==> src/rtl/main_cntr_mc_if.sv <==
// Bus bundle for main_cntr_mc: select requests and load from the controller,
// per-channel enables and selects back to it.
interface main_cntr_mc_if #(
  parameter int NUM_CH = 2,
  parameter int SEL_W  = 4
) ();
  logic                    cntr_clr;
  logic [NUM_CH-1:0]       fpp;
  logic [NUM_CH-1:0]       fmm;
  logic [NUM_CH-1:0]       ld;
  logic [SEL_W-1:0]        ld_sel;
  logic [NUM_CH-1:0]       en_clk;
  logic [NUM_CH-1:0]       en_pls;
  logic [NUM_CH*SEL_W-1:0] sel_o;

  modport master (
    output cntr_clr, fpp, fmm, ld, ld_sel,
    input  en_clk, en_pls, sel_o
  );

  modport slave (
    input  cntr_clr, fpp, fmm, ld, ld_sel,
    output en_clk, en_pls, sel_o
  );
endinterface

==> src/rtl/main_cntr_mc.sv <==
// Multi-channel enable generator: one shared free-running counter, and per
// channel a divide-select producing a square enable and a one-cycle tick.
module main_cntr_mc #(
  parameter int CNT_W   = 16,
  parameter int NUM_CH  = 2,
  parameter int SEL_W   = 4,
  parameter int RST_SEL = CNT_W - 1
) (
  input  logic           clk,
  input  logic           rst,
  main_cntr_mc_if.slave  bus
);

  localparam logic [SEL_W-1:0] SEL_MAX = SEL_W'(CNT_W - 1);
  localparam logic [SEL_W-1:0] SEL_RST = SEL_W'(RST_SEL);

  logic [CNT_W-1:0]             cntr;
  logic [NUM_CH-1:0][SEL_W-1:0] sel_q;
  logic [NUM_CH-1:0][SEL_W-1:0] sel_d;
  logic [NUM_CH-1:0]            fpp_q;
  logic [NUM_CH-1:0]            fmm_q;
  logic [NUM_CH-1:0]            up;
  logic [NUM_CH-1:0]            dn;
  logic [NUM_CH-1:0]            pls_d;
  logic [NUM_CH-1:0]            en_pls_q;
  logic [NUM_CH-1:0]            en_clk_w;

  assign up = bus.fpp & ~fpp_q;
  assign dn = bus.fmm & ~fmm_q;

  // Ones in bits [s:0]; the tick fires when those bits equal 0111..1, i.e.
  // one count before bit s of the counter rises.
  function automatic logic [CNT_W-1:0] low_mask(input logic [SEL_W-1:0] s);
    return {CNT_W{1'b1}} >> (CNT_W - 1 - int'(s));
  endfunction

  always_comb begin
    logic [CNT_W-1:0] mask;
    logic [CNT_W-1:0] shifted;
    // NOTE: every always_comb output gets a default first, so no path leaves
    // a value held over and no latch is inferred.
    sel_d    = sel_q;
    pls_d    = '0;
    en_clk_w = '0;
    mask     = '0;
    shifted  = '0;
    for (int i = 0; i < NUM_CH; i++) begin
      if (bus.ld[i]) begin
        sel_d[i] = (bus.ld_sel > SEL_MAX) ? SEL_MAX : bus.ld_sel;
      end else if (up[i] && dn[i]) begin
        sel_d[i] = sel_q[i];
      end else if (up[i]) begin
        sel_d[i] = (sel_q[i] >= SEL_MAX) ? SEL_MAX : sel_q[i] + SEL_W'(1);
      end else if (dn[i]) begin
        sel_d[i] = (sel_q[i] == '0) ? '0 : sel_q[i] - SEL_W'(1);
      end

      mask        = low_mask(sel_q[i]);
      pls_d[i]    = ((cntr & mask) == (mask >> 1)) && !bus.cntr_clr;
      shifted     = cntr >> sel_q[i];
      en_clk_w[i] = shifted[0];
    end
  end

  // NOTE: state registers use non-blocking assignments only, with the
  // synchronous active-low reset as the first branch so it overrides all inputs.
  always_ff @(posedge clk) begin
    if (!rst) begin
      cntr     <= '0;
      sel_q    <= {NUM_CH{SEL_RST}};
      fpp_q    <= '1;
      fmm_q    <= '1;
      en_pls_q <= '0;
    end else begin
      cntr     <= bus.cntr_clr ? '0 : cntr + CNT_W'(1);
      sel_q    <= sel_d;
      fpp_q    <= bus.fpp;
      fmm_q    <= bus.fmm;
      en_pls_q <= pls_d;
    end
  end

  assign bus.en_clk = en_clk_w;
  assign bus.en_pls = en_pls_q;
  assign bus.sel_o  = sel_q;

endmodule

==> src/flat_wrapper.sv <==
// flat-port wrapper written by rule: the top's interface ports become plain ports
module main_cntr_mc_flat 
#(
  parameter int CNT_W   = 16,
  parameter int NUM_CH  = 2,
  parameter int SEL_W   = 4,
  parameter int RST_SEL = CNT_W - 1
)
  (clk, rst, bus_cntr_clr, bus_fpp, bus_fmm, bus_ld, bus_ld_sel, bus_en_clk, bus_en_pls, bus_sel_o);
  main_cntr_mc_if #(.NUM_CH(NUM_CH), .SEL_W(SEL_W)) bus_i ();
  input  logic clk;
  input  logic rst;
  input wire logic [$bits(bus_i.cntr_clr)-1:0] bus_cntr_clr;
  input wire logic [$bits(bus_i.fpp)-1:0] bus_fpp;
  input wire logic [$bits(bus_i.fmm)-1:0] bus_fmm;
  input wire logic [$bits(bus_i.ld)-1:0] bus_ld;
  input wire logic [$bits(bus_i.ld_sel)-1:0] bus_ld_sel;
  output wire logic [$bits(bus_i.en_clk)-1:0] bus_en_clk;
  output wire logic [$bits(bus_i.en_pls)-1:0] bus_en_pls;
  output wire logic [$bits(bus_i.sel_o)-1:0] bus_sel_o;
  assign bus_i.cntr_clr = bus_cntr_clr;
  assign bus_i.fpp = bus_fpp;
  assign bus_i.fmm = bus_fmm;
  assign bus_i.ld = bus_ld;
  assign bus_i.ld_sel = bus_ld_sel;
  assign bus_en_clk = bus_i.en_clk;
  assign bus_en_pls = bus_i.en_pls;
  assign bus_sel_o = bus_i.sel_o;
  main_cntr_mc #(.CNT_W(CNT_W), .NUM_CH(NUM_CH), .SEL_W(SEL_W), .RST_SEL(RST_SEL)) u_core (.clk(clk), .rst(rst), .bus(bus_i));
endmodule
==> config.mk <==
export PLATFORM = sky130hd
export DESIGN_NAME = main_cntr_mc_flat
export DESIGN_NICKNAME = d
export VERILOG_FILES = /design/src/rtl/main_cntr_mc_if.sv /design/src/rtl/main_cntr_mc.sv /design/src/flat_wrapper.sv
export SDC_FILE = /design/constraint.sdc
export NUM_CORES = 1
export LEC_CHECK = 0
export ABC_AREA = 0
export BUFFER_PORTS_ARGS = -buffer_cell sky130_fd_sc_hd__buf_2
export CORE_MARGIN = 10
export CORE_UTILIZATION = 25
export CTS_CLUSTER_SIZE = 14
export DETAILED_ROUTE_END_ITERATION = 6
export PLACE_DENSITY = 0.38
export SLEW_MARGIN = 20
export SYNTH_ARGS = -nofsm -noshare
export SYNTH_HDL_FRONTEND = slang
export SYNTH_SLANG_ARGS = --single-unit
==> constraint.sdc <==
create_clock -name clk -period 2 [get_ports clk]
set_clock_uncertainty 0.1 [all_clocks]
set_input_delay 0.4 -clock clk [delete_from_list [all_inputs] [get_ports clk]]
set_output_delay 0.4 -clock clk [all_outputs]
set_load 0.02 [all_outputs]
==> results.py <==
metrics = {
    "yosys": {
        "synth_area_mm2": 0.00268,
        "ys_seq_elements": 30,
        "synth.avg_cell_area_um2": 8.10,
        "syn-num-nets": 357,
        "synth_ff_type": "dfxtp_1",
        "async_flop_share_pct": 0,
        "ys_warn_count": 0,
        "synthCells": 331,
        "ys_types": 58,
        "synth_edf_count": 0,
        "yosysSeqAreaShare_pct": 22.4,
    },
    "grt": {
        "grtUsageTotal_pct": 12.6,
        "grt_pass1_vias": 2740,
        "grt_pass1_wl_mm": 15.1,
        "grt_max_degree": 18,
        "grt_antenna_before_repair": 0,
        "grt_overflow": 0,
    },
    "finish": {
        "layout.area.seq_um2": 623,
        "final_cell_area_mm2": 0.00362,
        "multiInputGateArea_mm2": 0.00197,
        "nets": 430,
        "mostFrequentLayoutCells": "buf_4, nor2_1, nand2_1, buf_2, dfxtp_1",
        "syn_to_final_growth_pct": 35.1,
        "fill_cells": 1147,
        "post-route-util_pct": 35.0,
        "drive_above_1_share_pct": 37.9,
        "diodes": 0,
        "layout_commonest_cell": "buf_4",
    },
    "setup_path": {
        "crit_fanout": 3,
        "slowest_stage": "mux4_2",
        "slowest_delay_ns": 0.49,
        "worst_setup_path_start_kind": "flip-flop",
        "critPathKind": "flip-flop to output port",
        "cp_cell_sequence": "mux4_2 > and2_4 > a221oi_4 > o31ai_4 > buf_6",
        "cp-end-kind": "output port",
        "cp.arrival_ns": 1.79,
        "cp.required_ns": 1.50,
    },
    "floorplan": {
        "num_io_pins": 25,
        "initial_core_util_pct": 25.9,
        "die_x_um": 124,
        "num_rows": 37,
        "core-area_mm2": 0.0104,
        "die_h_um": 124,
        "die_area_mm2": 0.0153,
    },
    "status": {
        "status": "complete, but fails checks",
        "violations": "negative setup slack",
    },
    "clock_network": {
        "insertion_delay_ns": 0.29,
        "cts-hold-fix-buffers": 0,
        "path_clk_slew_ns": 0.07,
        "cts-root-buf": "clkbuf_8",
        "htree_levels": 2,
        "tritoncts": "done",
        "clock-sinks": 30,
        "clk_path_buf_depth": 2,
        "numCtsBuffers": 5,
    },
    "drt": {
        "num_vias": 2692,
        "totalWireLength_mm": 9.24,
        "first_pass_iters": 4,
        "drc": 0,
        "drt_first_iter_violations": 142,
        "ant_nets": 0,
        "via_per_inst": 4.99,
        "wire_per_inst_um": 17.1,
    },
    "worst_hold_path": {
        "hp-class": "primary input to flip-flop",
    },
    "place": {
        "dp_hpwl_mm": 7.30,
        "pre_cts_ws_ns": -0.0678,
        "dpl_cell_area_mm2": 0.00332,
        "place.gp.congestion": 0.854,
        "port_buffers": 24,
    },
    "timing": {
        "slew_viol_final": 0,
        "tightest_slew_ns": 0.473,
        "finalWorstSetupSlack_ns": -0.289,
        "setup-violations-final": 2,
        "fmax_mhz": 437,
        "finalCriticalPeriod_ns": 2.29,
        "relSlewSlack_pct": 68.4,
        "hold_viol_final": 0,
        "period_share_pct": 114,
        "rsz0062_at_grt": "yes",
    },
    "pwr": {
        "clockPowerShare_pct": 29.8,
        "p_sw_mw": 0.600,
        "p_int_mw": 1.17,
        "p_seq_share_pct": 36.7,
        "power_leakage_nw": 1.42,
        "ir_drop_uv": 234,
        "comb_power_share_pct": 33.5,
        "powerDensity_mw_per_mm2": 489,
        "p_sw_share_pct": 33.8,
        "finalPower_mw": 1.77,
    },
    "run": {
        "drv_cap": 0,
    },
}
[Yosys cell counts (all sizes together), types with 5 or more instances]
library cell  count  area, µm²
and3              6       37.5
nor2b             9       56.3
nor2             30        118
buf              20        168
nand3            15       75.1
nand2            26       97.6
o211ai            8       65.1
nand2b           16        100
dfxtp            30        601
xnor2            13        114
mux4              5        116
inv              19       71.3
and2              5       31.3
o31ai             5       37.5
a221oi            8       70.1
clkbuf            7       48.8
a22oi             5       37.5
o21ai            14       70.1
ha               13        163
mux2i             6       60.1
a21oi            12       60.1
a31oi             5       31.3
xor2              6       52.6
[routing by layer]
layer,track usage (%),wire [µm],vias up
li1,-,-,1349
met1,16.6,4250,1252
met2,20.0,4330,77
met3,2.76,420,14
met4,4.15,237,0
met5,0,0,-
[stage by stage]
step | TNS [ns] | cells | hold WS [ns]
after floorplan | -0.0622 | 331 | 0.373
after detailed placement | -0.129 | 529 | 0.487
after global placement | -0.115 | 529 | 0.489
after global routing | -0.681 | 540 | 0.207
after CTS | -0.566 | 536 | 0.202
final | -0.486 | 540 | 0.202
[registers in the layout, indices dropped and copies added (netlist names)]
| register | flops |
|---|---|
| u_core.fmm_q | 2 |
| u_core.cntr | 16 |
| u_core.fpp_q | 2 |
| u_core.bus.en_pls | 2 |
| u_core.bus.sel_o | 8 |
[worst max-delay path, delay by kind of cell (launching register included)]
family / cells / cell delay (ns)
muxes: 1 / 0.49
DFF: 1 / 0.36
AOI/OAI and AO/OA: 2 / 0.36
and+or+nand+nor: 1 / 0.16
buffers and inverters: 1 / 0.14
[logic make-up (layout without fill, tap and decap cells)]
group,count (synthesis),after routing,share of synthesized area (%)
buffers and inverters,48,121,11.0
AO/OA/AOI/OAI,86,86,22.9
adder cells (fa/ha/maj),13,13,6.06
multiplexers,11,11,6.58
flip-flops,30,30,22.4
AND/OR/NAND/NOR,124,124,24.9
XOR/XNOR,19,19,6.20
[power groups by stage]
stage | Combinational (mW) | Clock, mW | Sequential [mW]
floorplan | 0.316 | 0 | 0.673
global placement | 0.542 | 0 | 0.660
detailed placement | 0.537 | 0 | 0.661
CTS | 0.550 | 0.546 | 0.649
global route | 0.658 | 0.572 | 0.653
finish | 0.594 | 0.529 | 0.650
[timing repair]
item	CTS	global route
buffers inserted	0	4
resized for setup	15	33
pin swaps	1	8
endpoints found under the setup margin	4	5
[final cells by class]
type	instances	area share, %
multi-input cells	253	54.3
well taps	136	4.69
clock buffers	7	2.38
flip-flops and latches	30	17.2
inverters	21	2.38
repair buffers	93	19.1
[worst paths after layout]
kind | startpoint | to | slack [ns] | depth (start not counted)
worst max-delay path | u_core.bus.sel_o[0] | bus_en_clk[0] | -0.29 | 5
worst max register to register | u_core.bus.sel_o[0] | u_core.bus.en_pls[0] | 0.04 | 10
worst min-delay path | bus_fmm[1] | u_core.fmm_q[1] | 0.20 | 2
worst min register to register | u_core.bus.sel_o[4] | u_core.bus.sel_o[4] | 0.51 | 2
No activity file was read; power rests on OpenSTA's default activity.
